`config.mk`:
```
export PLATFORM = sky130hd
export DESIGN_NAME = frame_loader
export DESIGN_NICKNAME = d
export VERILOG_FILES = /design/src/rtl/gusn_pkg.sv /design/src/rtl/row_assembler.sv /design/src/rtl/frame_loader.sv
export SDC_FILE = /design/constraint.sdc
export NUM_CORES = 1
export LEC_CHECK = 0
export ABC_AREA = 1
export ABC_CLOCK_PERIOD_IN_PS = 3910
export BUFFER_PORTS_ARGS = -buffer_cell sky130_fd_sc_hd__buf_2
export CAP_MARGIN = 10
export CORE_MARGIN = 3
export CORE_UTILIZATION = 40
export CTS_CLUSTER_SIZE = 30
export DETAILED_ROUTE_END_ITERATION = 10
export PLACE_DENSITY = 0.59
export RECOVER_POWER = 50
export SYNTH_ARGS = -nofsm -noshare
export SYNTH_HDL_FRONTEND = slang
export SYNTH_SLANG_ARGS = --single-unit
```
`constraint.sdc`:
```
create_clock -name clk -period 3.91 [get_ports clk]
set_input_delay 0.9775 -clock clk [delete_from_list [all_inputs] [get_ports clk]]
set_output_delay 0.9775 -clock clk [all_outputs]
set_load 0.01 [all_outputs]
```
`src/rtl/gusn_pkg.sv`:
```
// rtl/gusn_pkg.sv - shared types, image geometry and counter width helper for the frame loader
package gusn_pkg;

  typedef enum logic [1:0] {IDLE, ACK, RUN, DONE} issue_state_t;

  localparam int IMG_ROW_W = 5;
  localparam int IMG_ROWS  = 5;
  localparam int IMG_WIDTH = 25;

  // Counter width able to hold 0..n-1, never narrower than one bit.
  function automatic int cnt_w(input int n);
    return (n > 1) ? $clog2(n) : 1;
  endfunction

endpackage

```
`src/rtl/row_assembler.sv`:
```
// rtl/row_assembler.sv - fill side: packs row beats into the shadow frame and tracks sof resync
module row_assembler
  import gusn_pkg::*;
#(
  parameter int ROW_W = IMG_ROW_W,
  parameter int ROWS  = IMG_ROWS,
  parameter int WIDTH = IMG_WIDTH
) (
  input  logic             clk,
  input  logic             rst,
  input  logic             row_valid,
  input  logic [ROW_W-1:0] row_data,
  input  logic             row_sof,
  input  logic             take,
  input  logic             err_clr,
  output logic             row_ready,
  output logic [WIDTH-1:0] shadow,
  output logic             shadow_full,
  output logic             err_sync
);

  localparam int IW = cnt_w(ROWS);

  logic [IW-1:0] row_idx;
  logic [IW-1:0] wr_row;
  logic          beat;
  logic          resync;
  logic          last;

  assign row_ready = !shadow_full;
  assign beat      = row_valid && row_ready;
  // A sof beat in the middle of a frame restarts the frame with this beat as row 0.
  assign resync    = row_sof && (row_idx != '0);
  assign wr_row    = resync ? '0 : row_idx;
  assign last      = !resync && (row_idx == IW'(ROWS - 1));

  always_ff @(posedge clk) begin
    if (rst) begin
      row_idx     <= '0;
      shadow      <= '0;
      shadow_full <= 1'b0;
      err_sync    <= 1'b0;
    end else begin
      if (take) begin
        shadow_full <= 1'b0;
      end
      if (beat) begin
        shadow[WIDTH - 1 - int'(wr_row) * ROW_W -: ROW_W] <= row_data;
        if (last) begin
          row_idx     <= '0;
          shadow_full <= 1'b1;
        end else if (resync) begin
          row_idx <= IW'(1);
        end else begin
          row_idx <= row_idx + IW'(1);
        end
      end
      if (beat && resync) begin
        err_sync <= 1'b1;
      end else if (err_clr) begin
        err_sync <= 1'b0;
      end
    end
  end

endmodule

```
`src/rtl/frame_loader.sv`:
```
// rtl/frame_loader.sv - double-buffered image loader issuing packed frames to the perceptron
module frame_loader
  import gusn_pkg::*;
#(
  parameter int ROW_W   = IMG_ROW_W,
  parameter int ROWS    = IMG_ROWS,
  parameter int WIDTH   = IMG_WIDTH,
  parameter int TIMEOUT = 256
) (
  input  logic             clk,
  input  logic             rst,
  input  logic             row_valid,
  input  logic [ROW_W-1:0] row_data,
  input  logic             row_sof,
  output logic             row_ready,
  output logic [WIDTH-1:0] p_in,
  output logic             p_en,
  input  logic             p_ready,
  input  logic             err_clr,
  output logic [7:0]       frame_cnt,
  output logic             err_sync,
  output logic             err_tmo,
  output logic             busy
);

  localparam int TW = cnt_w(TIMEOUT);

  issue_state_t     state;
  issue_state_t     state_nxt;
  logic [TW-1:0]    tmo_cnt;
  logic [WIDTH-1:0] shadow;
  logic             shadow_full;
  logic             take;
  logic             finish;
  logic             expire;
  logic             waiting;

  row_assembler #(
    .ROW_W(ROW_W),
    .ROWS (ROWS),
    .WIDTH(WIDTH)
  ) u_fill (
    .clk        (clk),
    .rst        (rst),
    .row_valid  (row_valid),
    .row_data   (row_data),
    .row_sof    (row_sof),
    .take       (take),
    .err_clr    (err_clr),
    .row_ready  (row_ready),
    .shadow     (shadow),
    .shadow_full(shadow_full),
    .err_sync   (err_sync)
  );

  always_ff @(posedge clk) begin
    if (rst) begin
      state <= IDLE;
    end else begin
      state <= state_nxt;
    end
  end

  always_comb begin
    state_nxt = state;
    unique case (state)
      IDLE: if (shadow_full) state_nxt = ACK;
      ACK: begin
        if (expire)        state_nxt = IDLE;
        else if (!p_ready) state_nxt = RUN;
      end
      RUN: begin
        if (finish)      state_nxt = DONE;
        else if (expire) state_nxt = IDLE;
      end
      DONE:    state_nxt = IDLE;
      default: state_nxt = IDLE;
    endcase
  end

  // A completion seen on the last allowed cycle still counts as a good frame.
  always_comb begin
    waiting = (state == ACK) || (state == RUN);
    take    = (state == IDLE) && shadow_full;
    finish  = (state == RUN) && p_ready;
    expire  = waiting && !finish && (tmo_cnt == TW'(TIMEOUT - 1));
    busy    = (state != IDLE);
  end

  always_ff @(posedge clk) begin
    if (rst) begin
      p_in      <= '0;
      p_en      <= 1'b0;
      frame_cnt <= '0;
      err_tmo   <= 1'b0;
      tmo_cnt   <= '0;
    end else begin
      if (take) begin
        p_in    <= shadow;
        p_en    <= 1'b1;
        tmo_cnt <= '0;
      end else if (waiting) begin
        tmo_cnt <= tmo_cnt + TW'(1);
      end
      if (finish || expire) begin
        p_en <= 1'b0;
      end
      if (finish) begin
        frame_cnt <= frame_cnt + 8'd1;
      end
      if (expire) begin
        err_tmo <= 1'b1;
      end else if (err_clr) begin
        err_tmo <= 1'b0;
      end
    end
  end

endmodule
```
# Word level (Yosys, flattened, before mapping)

Index checks and enable logic that the tools add are counted.

Register bits after elaboration: 75
Bits of input ports: 11
Output and inout port bits: 38
Word-level logic and storage cells: 63

$add $sub $neg: 5
Multipliers: 1
Eq/ne operators: 8
Shifts and indexed selects: 2
Multiplexer cells: 16
Reduce and logical (&&, ||, !) cells: 21

Operator list:

| operator                | count |
|---|---|
| $neg 32->33             | 1 |
| $shift 5x33->29 const A | 1 |
| $shiftx 5x33->29        | 1 |
| $sub 6x32->32 const A   | 1 |
| $bwmux 25               | 1 |
| $add 8x1->8 const B     | 2 |
| $mux 2                  | 5 |
| $mux 3                  | 3 |
| $eq 8x8->1 const B      | 1 |
| $logic_and 1x1->1       | 8 |
| $pmux 2 s4              | 1 |
| $mul 3x3->6 const B     | 1 |
| $mux 1                  | 6 |
| $ne 3x3->1 const B      | 2 |
| $reduce_bool 2->1       | 3 |
| $eq 2x2->1 const B      | 2 |
| $reduce_or 2->1         | 2 |
| $add 3x1->3 const B     | 1 |
| $eq 3x3->1 const B      | 1 |
| $logic_not 1->1         | 3 |
| $reduce_and 3->1        | 1 |
| $reduce_bool 3->1       | 1 |
| $eq 2x1->1 const B      | 1 |
| $logic_not 2->1         | 1 |
| 2 further kinds         | 3 |

# Longest topological paths before layout

Gate-level depths: netlist of run 1.

Depth in word-level cells: 8
Mapped depth: 27

# Modules after synthesis

Synthesis of run 1 repeated with hierarchy kept, for this count alone.

Cell total of the unflattened synthesis: 663
Area total of the unflattened synthesis: 4484.3 µm²

Modules (own cells, without submodules):

| module        | instances | cells each | area an instance (µm²) |
|---|---|---|---|
| row_assembler | 1         | 421        | 2623.8 |
| frame_loader  | 1         | 242        | 1860.5 |

# Worst setup path before layout of run 1

Ideal clock, no wire load.

Kind: input port to flip-flop
Start point: input port row_sof
End point: register u_fill.shadow[0]
Data arrival time: 3.421 ns
Data required time: 3.797 ns
Slack: 0.376 ns
Cell stages on the path: 22
Path buffers: 0
Path through: nand2_4 nand2_2 inv_2 ha_1 ha_1 ha_1 nand2_1 inv_1 nand2_1 ha_1 inv_1 nand3_1 nor2_1 nand3_2 nand2_4 nand2_1 nor2_1 nand3_1 nand2_1 nand2_1 nor2_1 nor2_1

Word-level cells in the longest chain between the ends: 7
Elaborated cells on any way between the ends: 8
Classes of those cells: 2 x add/sub; 1 x mul; 2 x shift; 2 x mux; 1 x reduce/logical

Ends and longest elaborated chain:

| what                                                | line                | source |
|---|---|---|
| from (decl)                                         | frame_loader.sv:14  | `input logic row_sof,` |
| $logic_and 1x1->1 *                                 | row_assembler.sv:33 | `assign resync = row_sof && (row_idx != '0);` |
| $mux 3 *                                            | row_assembler.sv:34 | `assign wr_row = resync ? '0 : row_idx;` |
| $mul 3x3->6 *                                       | row_assembler.sv:48 | `shadow[WIDTH - 1 - int'(wr_row) * ROW_W -: ROW_W] <= row_data;` |
| $sub 6x32->32 *                                     | row_assembler.sv:48 |  |
| $neg 32->33 *                                       | row_assembler.sv:48 |  |
| $shiftx 5x33->29 or $shift 5x33->29 (tied branches) | row_assembler.sv:48 |  |
| $bwmux 25 *                                         | row_assembler.sv:48 |  |
| to (signal, indexed assignment)                     | row_assembler.sv:48 |  |
| to (decl)                                           | row_assembler.sv:17 | `output logic [WIDTH-1:0] shadow,` |

Mark *: on every way between the ends. The rest lies on a longest branch, timed or not.
A chain may end at the register's enable or synchronous reset.

# Final worst setup path of run 1

Start point: input port row_sof
End point: register u_fill.shadow[24]

The elaborated chain is that of the path after synthesis.

==> qor.yml, run 1 <==
cp_common_cell: "ha_1"
antenna_found_initial: 0
ys_seq_elements: 75
worst-setup-path-type: "input port to flop"
initial_core_util_pct: 41.4
period_minus_slack_ns: 3.60
syn_area_mm2: 0.00453
path_clk_slew_ns: 0.06
combinationalPowerShare_pct: 28.6
outcome: "completed"
switching_power_w: 0.000877
slew_headroom_pct: 53.8
grt_pass1_wl_um: 19000
globalplace.congestion: 0.882
max_freq_ghz: 0.278
numCtsBuffers: 9
totalNegativeSetupSlack_ns: 0
drt-pass1-iter-count: 4
io_pins: 49
drive_gt1_share_pct: 16.4
switching_share_pct: 32.3
grt_max_degree: 50
cp.required_ns: 4.14
port-buffer-count: 48
final_nets: 720
dpl.hpwl_um: 8710
setup_viol: 0
max_stage_delay_ns: 0.29
yosys.area.top_type: "dfxtp_1"
num_rows: 38
critical_path_buf_inv_count: 5
synth_flop_cell: "dfxtp_1"
async_reset_ff_share_pct: 0
synth_edf_count: 0
cts_max_level: 3
vdd_drop_max_mv: 0.341
clk_latency_ns: 0.34
antenna_left: 0
synth.area.top_cells: "dfxtp_1 (33%), nand2_1 (11%), nor2_1 (6.3%)"
maxSlewViolCount: 0
coreArea_mm2: 0.0109
root_buffer: "clkbuf_16"
cp.arrival_ns: 3.83
cts_tree: "yes"
drc: 0
syn-num-nets: 668
initialDrtViolationCount: 234
netlist_instances: 643
p_int_w: 0.00184
ys_warn_count: 0
grt_usage_pct: 18.5
ys_types: 47
power_density_mw_per_mm2: 517
end_kind: "flop"
maxCapViolations: 0
final_hold_viol_count: 0
synthTopCellsByCount: "nand2_1 (132), nor2_1 (76), dfxtp_1 (75)"
areaGrowthSynthToFinish_pct: 16.1
ys_seq_area_share_pct: 33.2
grt_setup_unrepaired: "false"
antennaDiodeCount: 0
vias: 4182
viasPerCell: 4.98
fp.dieH_um: 112
wl_per_cell_um: 13.5
grt-ovfl-total: 0
crit_chain: "clkbuf_1, nand2_4, nand2_2, inv_2, ha_1, ha_1, ha_1, nand2_1, inv_1, nand2_1, ha_1, inv_1, nand3_1, nor2_1, nand3_2, buf_4, nand4_1, nand3_1, nand3_1, nand2_1, a21oi_1, nor2_1"
hp-class: "flop to flop"
p_clk_share_pct: 40.1
tightestPinTransition_ns: 0.693
yosysMostFrequentCell: "nand2_1"
drt-total-wl_um: 11400
synth_top_area_share_pct: 33.2
fp.dieW_um: 112
startpoint_type: "input port"
clk_path_buf_depth: 2
skew_ns: 0.00722
syn_area_per_cell_um2: 7.04
path_delay_family: "simple AND/OR/NAND/NOR gates"
grt_pass1_vias: 4012
post-route-util_pct: 48.1
cts.sinks: 75
slowest_stage: "ha_1"
seqPwrFrac_pct: 31.3
timing.final.crit_share_pct: 92.1
crit_fanout: 8
power_leakage_nw: 2.38
die_area_mm2: 0.0126
## power by group through the flow
stage                     sequential (W)  combinational [W]  clock (W)
final                           0.000852           0.000776    0.00109
after CTS                       0.000851           0.000777    0.00111
after global routing            0.000857           0.000878    0.00115
after detailed placement        0.000867           0.000773          0
after floorplan                 0.000862           0.000644          0
after global placement          0.000864           0.000767          0
## flip-flops by register name, summed over array words and instances (netlist names)
name                count
u_fill.err_sync         1
u_fill.row_idx          3
u_fill.shadow          25
u_fill.shadow_full      1
p_in                   25
frame_cnt               8
err_tmo                 1
p_en                    1
state                   2
tmo_cnt                 8
## per-stage QoR
step	total power [W]	worst slack, ns	cell area (um^2)	hold WS, ns	std cells
2_1_floorplan	0.00151	0.376	4530	0.426	643
4_1_cts	0.00274	0.267	5290	0.459	839
3_3_place_gp	0.00163	0.114	4900	0.443	823
5_1_grt	0.00288	0.0158	5260	0.477	840
3_5_place_dp	0.00164	0.0727	4900	0.445	823
6_report	0.00272	0.310	5260	0.455	840
## cells in the final DEF (no fill, tap or decap), types with 25 or more instances in the layout
| master | n |
|---|---|
| a21oi_1 | 44 |
| clkbuf_1 | 36 |
| dfxtp_1 | 73 |
| inv_1 | 69 |
| nand2_1 | 132 |
| nand3_1 | 44 |
| nand4_1 | 25 |
| nor2_1 | 76 |
| o21ai_0 | 39 |
## what timing repair did
item,4_1_cts,5_1_grt
resized for setup,0,2
buffers inserted,0,1
endpoints found under the setup margin,0,9
hold buffers,0,0
## cells by family (layout without fill, tap and decap cells)
family | Yosys count | count (layout) | synth area share, %
xor gates and xnor gates | 2 | 2 | 0.387
adders and majority gates | 14 | 14 | 3.87
and+or+nand+nor | 343 | 343 | 39.4
buffers and inverters | 104 | 161 | 10.4
DFF | 75 | 75 | 33.2
AOI/OAI and AO/OA | 105 | 105 | 12.8
## path summary, 6_finish.rpt
| kind | from | end | slack, ns | cells past startpoint |
|---|---|---|---|---|
| max | row_sof | u_fill.shadow[24] | 0.31 | 22 |
| min | u_fill.shadow[1] | p_in[1] | 0.46 | 2 |
| max reg2reg | u_fill.row_idx[0] | u_fill.shadow[24] | 0.33 | 24 |
| min reg2reg | u_fill.shadow[1] | p_in[1] | 0.46 | 2 |
## cell type report
cell class | count | area [um^2]
inverters | 82 | 320
clock inverters | 6 | 159
fillers | 1121 | 5680
clock buffers | 10 | 239
multi-input cells | 464 | 2550
flip-flops and latches | 75 | 1500
repair buffers | 63 | 305
well taps | 140 | 175
## per-layer routing
metal | wire length, um | up-vias | global-route usage [%]
li1 | - | 2210 | -
met1 | 5460 | 1869 | 24.0
met2 | 5250 | 92 | 30.1
met3 | 512 | 11 | 4.42
met4 | 159 | 0 | 6.57
met5 | 0 | - | 0
## tightest hold or removal path, cell delays in order (launching register included)
cell,delay (ns)
dfxtp_1,0.29
inv_1,0.06
a21oi_1,0.06
Note: power is estimated with default switching activity, not from simulation.
==> run 2: changes to the inputs <==
--- a/config.mk
+++ b/config.mk
@@ -10,10 +10,10 @@
 export BUFFER_PORTS_ARGS = -buffer_cell sky130_fd_sc_hd__buf_2
 export CAP_MARGIN = 10
 export CORE_MARGIN = 3
-export CORE_UTILIZATION = 40
+export CORE_UTILIZATION = 59
 export CTS_CLUSTER_SIZE = 30
 export DETAILED_ROUTE_END_ITERATION = 10
-export PLACE_DENSITY = 0.59
+export PLACE_DENSITY = 0.81
 export RECOVER_POWER = 50
 export SYNTH_ARGS = -nofsm -noshare
 export SYNTH_HDL_FRONTEND = slang
==> qor.yml, run 2 (synthesis results as in run 1) <==
setup_viol: 0  # unchanged
tightestPinTransition_ns: 1.68  # was 0.693 ns
critical_path_buf_inv_count: 5  # unchanged
final_hold_viol_count: 0  # unchanged
power_leakage_nw: 2.30  # was 2.38 nW
grt_pass1_wl_um: 18800  # was 19000 um
violations: "capacitance limit, slew limit"
wl_per_cell_um: 13.7  # was 13.5 um
cts_tree: "yes"  # unchanged
drt-total-wl_um: 10900  # was 11400 um
grt_usage_pct: 26.8  # was 18.5%
io_pins: 49  # unchanged
reg2reg_slack_ns: 0.36  # was 0.33 ns
clk_latency_ns: 0.35  # was 0.34 ns
globalplace.congestion: 0.998  # was 0.882
cts_max_level: 3  # unchanged
drive_gt1_share_pct: 16.8  # was 16.4%
initial_core_util_pct: 61.8  # was 41.4%
antennaDiodeCount: 0  # unchanged
slowest_stage: "dfxtp_2"  # was ha_1
fin_hold_ws_ns: 0.454  # was 0.455 ns
clk_path_buf_depth: 2  # unchanged
fp.dieH_um: 93.6  # was 112 um
final_common_cell: "nand2_1"  # unchanged
skew_ns: 0.0118  # was 0.00722 ns
crit_fanout: 6  # was 8
grt-ovfl-total: 0  # unchanged
fp.dieW_um: 93.6  # was 112 um
grt_setup_unrepaired: "false"  # unchanged
final_nets: 718  # was 720
outcome: "complete, but fails checks"  # was completed
drc: 0  # unchanged
timing.final.crit_share_pct: 90.8  # was 92.1%
cts.sinks: 75  # unchanged
port-buffer-count: 48  # unchanged
final_cell_mix: "nand2_1 (132), nor2_1 (76), dfxtp_1 (73)"  # unchanged
antenna_left: 0  # unchanged
hold_buffers: 0  # unchanged
vias: 4295  # was 4182
die_area_mm2: 0.00876  # was 0.0126 mm^2
cp_common_cell: "nand2_1"  # was ha_1
dpl.hpwl_um: 8310  # was 8710 um
slew_headroom_pct: -11.9  # was 53.8%
viasPerCell: 5.39  # was 4.98
startpoint_type: "flop"  # was input port
root_buffer: "clkbuf_8"  # was clkbuf_16
cp.arrival_ns: 3.80  # was 3.83 ns
hp-class: "flop to flop"  # unchanged
areaGrowthSynthToFinish_pct: 11.1  # was 16.1%
vdd_drop_max_mv: 0.291  # was 0.341 mV
cp.required_ns: 4.16  # was 4.14 ns
numCtsBuffers: 9  # unchanged
end_kind: "flop"  # unchanged
drt-pass1-iter-count: 5  # was 4
path_clk_slew_ns: 0.09  # was 0.06 ns
coreArea_mm2: 0.00733  # was 0.0109 mm^2
maxCapViolations: 1  # was 0
grt_pass1_vias: 4079  # was 4012
max_freq_ghz: 0.282  # was 0.278 GHz
power_density_mw_per_mm2: 462  # was 517 mW/mm^2
p_total_w: 0.00232  # was 0.00272 W
maxSlewViolCount: 48  # was 0
top_regs: "p_in x25, u_fill.shadow x25"  # unchanged
num_rows: 31  # was 38
totalNegativeSetupSlack_ns: 0  # unchanged
fillers: 649  # was 1121
worst-setup-path-type: "flop to flop"  # was input port to flop
path_delay_family: "simple AND/OR/NAND/NOR gates"  # unchanged
initialDrtViolationCount: 251  # was 234
grt_max_degree: 50  # unchanged
max_stage_delay_ns: 0.42  # was 0.29 ns
antenna_found_initial: 0  # unchanged
period_minus_slack_ns: 3.55  # was 3.60 ns
-- run 2: cell types whose count changed in the layout (fill, tap and decap cells not counted), sizes merged --
cell,change
bufinv,-3
clkbuf,-4
buf,+1
clkinvlp,+1
inv,+3
-- run 2: repair_timing --
| action | 4_1_cts | 5_1_grt |
|---|---|---|
| resized for setup | 0 | 3 |
| setup buffers | 0 | 0 |
| endpoints found under the setup margin | 0 | 13 |
-- run 2: worst paths after layout --
path                                         from                to  cells after the start
worst max-delay path            u_fill.row_idx[0]  u_fill.shadow[8]                     26
worst min-delay path             u_fill.shadow[5]           p_in[5]                      2
worst max register to register  u_fill.row_idx[0]  u_fill.shadow[8]                     26
worst min register to register   u_fill.shadow[5]           p_in[5]                      2
-- run 2: report_power, final --
group / internal (W) / total [W] / switching [W] / leakage (nW)
Sequential: 0.000822 / 0.000850 / 0.0000281 / 0.608
Combinational: 0.000248 / 0.000782 / 0.000534 / 1.58
Clock: 0.000371 / 0.000693 / 0.000322 / 0.113
Total: 0.00144 / 0.00232 / 0.000884 / 2.30
-- run 2: worst register-to-register path, stage by stage (launching register included) --
cell	delay, ns
dfxtp_2	0.42
inv_1	0.06
ha_1	0.23
nand2_2	0.09
nand2_4	0.07
nand2_2	0.07
inv_2	0.04
ha_1	0.17
ha_1	0.18
ha_1	0.29
nand2_1	0.08
inv_1	0.06
nand2_1	0.07
ha_1	0.29
inv_1	0.08
nand3_1	0.08
nor2_1	0.12
nand3_2	0.17
buf_4	0.20
nand4_1	0.09
nand3_1	0.12
nand3_1	0.16
nand2_1	0.10
nand2_1	0.07
nand2_1	0.05
nand2_1	0.05
nor2_1	0.04
-- run 2: area by class of cell --
type                            count  area, um^2  area share, %
Inverter                           82         320           6.37
Tap cell                           99         124           2.46
Clock inverter                      7         105           2.09
Timing Repair Buffer               61         294           5.85
Clock buffer                        9         124           2.46
Sequential cell                    75        1500           29.9
Multi-Input combinational cell    464        2560           50.9
-- run 2: routing by layer --
layer | part of all wire (%) | wire length (um) | track usage, % | up-vias
met5 | 0 | 0 | 0 | -
met4 | 1.7 | 189 | 9.51 | 0
met3 | 5.8 | 630 | 4.91 | 18
met2 | 48 | 5220 | 45.7 | 144
met1 | 45 | 4880 | 33.8 | 1926
li1 | - | - | - | 2207
-- run 2: metrics by stage --
stage	setup WS (ns)	cell area, um^2	util (%)	instances
after floorplan	0.376	4530	-	643
after global placement	0.183	4840	66.0	781
after detailed placement	0.0942	4840	66.0	781
after CTS	0.296	5070	69.1	797
after global routing	0.0498	5030	68.6	797
final	0.361	5030	68.6	797
==> run 3: changes to the inputs <==
--- a/config.mk
+++ b/config.mk
@@ -6,7 +6,7 @@
 export NUM_CORES = 1
 export LEC_CHECK = 0
 export ABC_AREA = 1
-export ABC_CLOCK_PERIOD_IN_PS = 3910
+export ABC_CLOCK_PERIOD_IN_PS = 3400
 export BUFFER_PORTS_ARGS = -buffer_cell sky130_fd_sc_hd__buf_2
 export CAP_MARGIN = 10
 export CORE_MARGIN = 3
==> constraint.sdc (replaced) <==
create_clock -name clk -period 3.4 [get_ports clk]
set_input_delay 0.85 -clock clk [delete_from_list [all_inputs] [get_ports clk]]
set_output_delay 0.85 -clock clk [all_outputs]
set_load 0.01 [all_outputs]
==> qor.yml, run 3 (synthesis results as in run 1) <==
switching_share_pct: 38.1  # was 38.0%
areaGrowthSynthToFinish_pct: 18.5  # was 11.1%
initialDrtViolationCount: 295  # was 251
cts_max_level: 3  # unchanged
cp.required_ns: 3.66  # was 4.16 ns
drive_gt1_share_pct: 22.5  # was 16.8%
viasPerCell: 5.51  # was 5.39
hp-class: "flop to flop"  # unchanged
antenna_found_initial: 0  # unchanged
slew_headroom_pct: 53.1  # was -11.9%
drt-total-wl_um: 11500  # was 10900 um
setup_viol: 0  # unchanged
outcome: "completed"  # was complete, but fails checks
final_cells: 824  # was 797
dpl.hpwl_um: 8580  # was 8310 um
vdd_drop_max_mv: 0.371  # was 0.291 mV
power_leakage_nw: 2.45  # was 2.30 nW
final_nets: 745  # was 718
drc: 0  # unchanged
skew_ns: 0.0148  # was 0.0118 ns
post-place-cells: 807  # was 781
reg2reg_depth: 25  # was 26
fp.dieH_um: 93.6  # unchanged
whs_endpoint: "p_in[1]"  # was p_in[5]
port-buffer-count: 48  # unchanged
globalplace.congestion: 0.884  # was 0.998
fp.dieW_um: 93.6  # unchanged
final_common_cell: "nand2_1"  # unchanged
maxSlewViolCount: 0  # was 48
root_buffer: "clkbuf_8"  # unchanged
num_rows: 31  # unchanged
tightestPinTransition_ns: 0.704  # was 1.68 ns
wl_per_cell_um: 14.0  # was 13.7 um
period_minus_slack_ns: 3.19  # was 3.55 ns
p_int_w: 0.00173  # was 0.00144 W
timing.final.crit_share_pct: 93.9  # was 90.8%
clk_path_buf_depth: 2  # unchanged
end_kind: "flop"  # unchanged
p_clk_share_pct: 28.8  # was 29.8%
numCtsBuffers: 9  # unchanged
vias: 4541  # was 4295
final_hold_viol_count: 0  # unchanged
clk_latency_ns: 0.36  # was 0.35 ns
grt_usage_pct: 27.2  # was 26.8%
coreArea_mm2: 0.00733  # unchanged
grt_pass1_wl_um: 19000  # was 18800 um
io_pins: 49  # unchanged
final_cell_mix: "nand2_1 (129), dfxtp_1 (74), nor2_1 (72)"  # was nand2_1 (132), nor2_1 (76), dfxtp_1 (73)
r2r-start: "u_fill.row_idx[0]"  # unchanged
power_density_mw_per_mm2: 519  # was 462 mW/mm^2
cp.arrival_ns: 3.45  # was 3.80 ns
holdPathStages: 2  # unchanged
reg2reg_slack_ns: 0.21  # was 0.36 ns
maxCapViolations: 0  # was 1
place_area_mm2: 0.00508  # was 0.00484 mm^2
post-place-ws_ns: -0.253  # was 0.0942 ns
antennaDiodeCount: 0  # unchanged
worst-setup-path-type: "flop to flop"  # unchanged
crit_fanout: 4  # was 6
cts_tree: "yes"  # unchanged
path_clk_slew_ns: 0.09  # about the same
design_area_mm2: 0.00537  # was 0.00503 mm^2
startpoint_type: "flop"  # unchanged
antenna_left: 0  # unchanged
drt-pass1-iter-count: 6  # was 5
grt_pass1_vias: 4091  # was 4079
grt-ovfl-total: 0  # unchanged
fin_ws_ns: 0.209  # was 0.361 ns
die_area_mm2: 0.00876  # unchanged
max_freq_ghz: 0.313  # was 0.282 GHz
grt_max_degree: 53  # was 50
top_regs: "p_in x25, u_fill.shadow x25"  # unchanged
post-route-util_pct: 73.2  # was 68.6%
cts.sinks: 75  # unchanged
initial_core_util_pct: 61.8  # unchanged
combinationalPowerShare_pct: 36.3  # was 33.6%
seqPwrFrac_pct: 35.0  # was 36.6%
hp-start: "u_fill.shadow[1]"  # was u_fill.shadow[5]
switching_power_w: 0.00106  # was 0.000884 W
r2r-end: "u_fill.shadow[7]"  # was u_fill.shadow[8]
## run 3: power groups by stage
stage / Sequential (W) / Combinational, W / Clock (W)
finish: 0.000974 / 0.00101 / 0.000801
global route: 0.000981 / 0.00111 / 0.000853
CTS: 0.000974 / 0.000973 / 0.000818
detailed placement: 0.000994 / 0.000966 / 0
global placement: 0.000991 / 0.000948 / 0
floorplan: 0.000992 / 0.000740 / 0
## run 3: area by class of cell
type	instances	area [um^2]
multi-input cells	465	2660
fillers	626	1960
flip-flops and latches	75	1500
repair buffers	87	533
inverters	82	320
clock buffers	9	124
well taps	99	124
clock inverters	7	105
## run 3: through the flow
step / setup TNS (ns) / power (W) / hold WS, ns
floorplan: 0 / 0.00173 / 0.426
global placement: -3.17 / 0.00194 / 0.440
detailed placement: -4.85 / 0.00196 / 0.448
CTS: 0 / 0.00277 / 0.456
global route: -0.0357 / 0.00295 / 0.480
finish: 0 / 0.00279 / 0.456
## run 3: critical path, cell delays in order, from the launching register on
cell	delay (ns)
dfxtp_1	0.35
inv_1	0.05
ha_2	0.20
nand2_2	0.09
nand2_4	0.05
nand2_2	0.06
inv_2	0.04
ha_1	0.17
ha_2	0.18
ha_4	0.26
nand2_1	0.07
inv_1	0.07
nand2_2	0.07
ha_4	0.27
inv_2	0.04
nand3_2	0.08
nand3b_2	0.13
nand2_2	0.11
inv_2	0.10
nand2_4	0.08
nor2_8	0.15
inv_2	0.05
nor2_1	0.25
nand2_1	0.08
nand2_1	0.06
nor2_1	0.04
## run 3: worst max path at each step
stage / startpoint / end / cells after the start / slack, ns
final: u_fill.row_idx[0] / u_fill.shadow[7] / 25 / 0.21
after detailed placement: row_sof / u_fill.shadow[10] / 24 / -0.25
after CTS: u_fill.row_idx[0] / u_fill.shadow[13] / 26 / 0.004
after floorplan: row_sof / u_fill.shadow[7] / 24 / 0.003
after global placement: row_sof / u_fill.shadow[13] / 24 / -0.17
after global routing: u_fill.row_idx[1] / u_fill.shadow[1] / 26 / -0.02
## run 3: per-layer routing
metal | vias to the layer above | share of wire, % | global-route usage, %
li1 | 2255 | - | -
met1 | 2110 | 44 | 36.4
met2 | 147 | 48 | 43.3
met3 | 29 | 5.9 | 4.42
met4 | 0 | 2.7 | 11.6
met5 | - | 0 | 0
## run 3: repair_timing
item / in CTS / in global routing
hold buffers: 0 / 0
resized for setup: 0 / 24
setup buffers: 0 / 0
setup endpoints to repair: 0 / 25
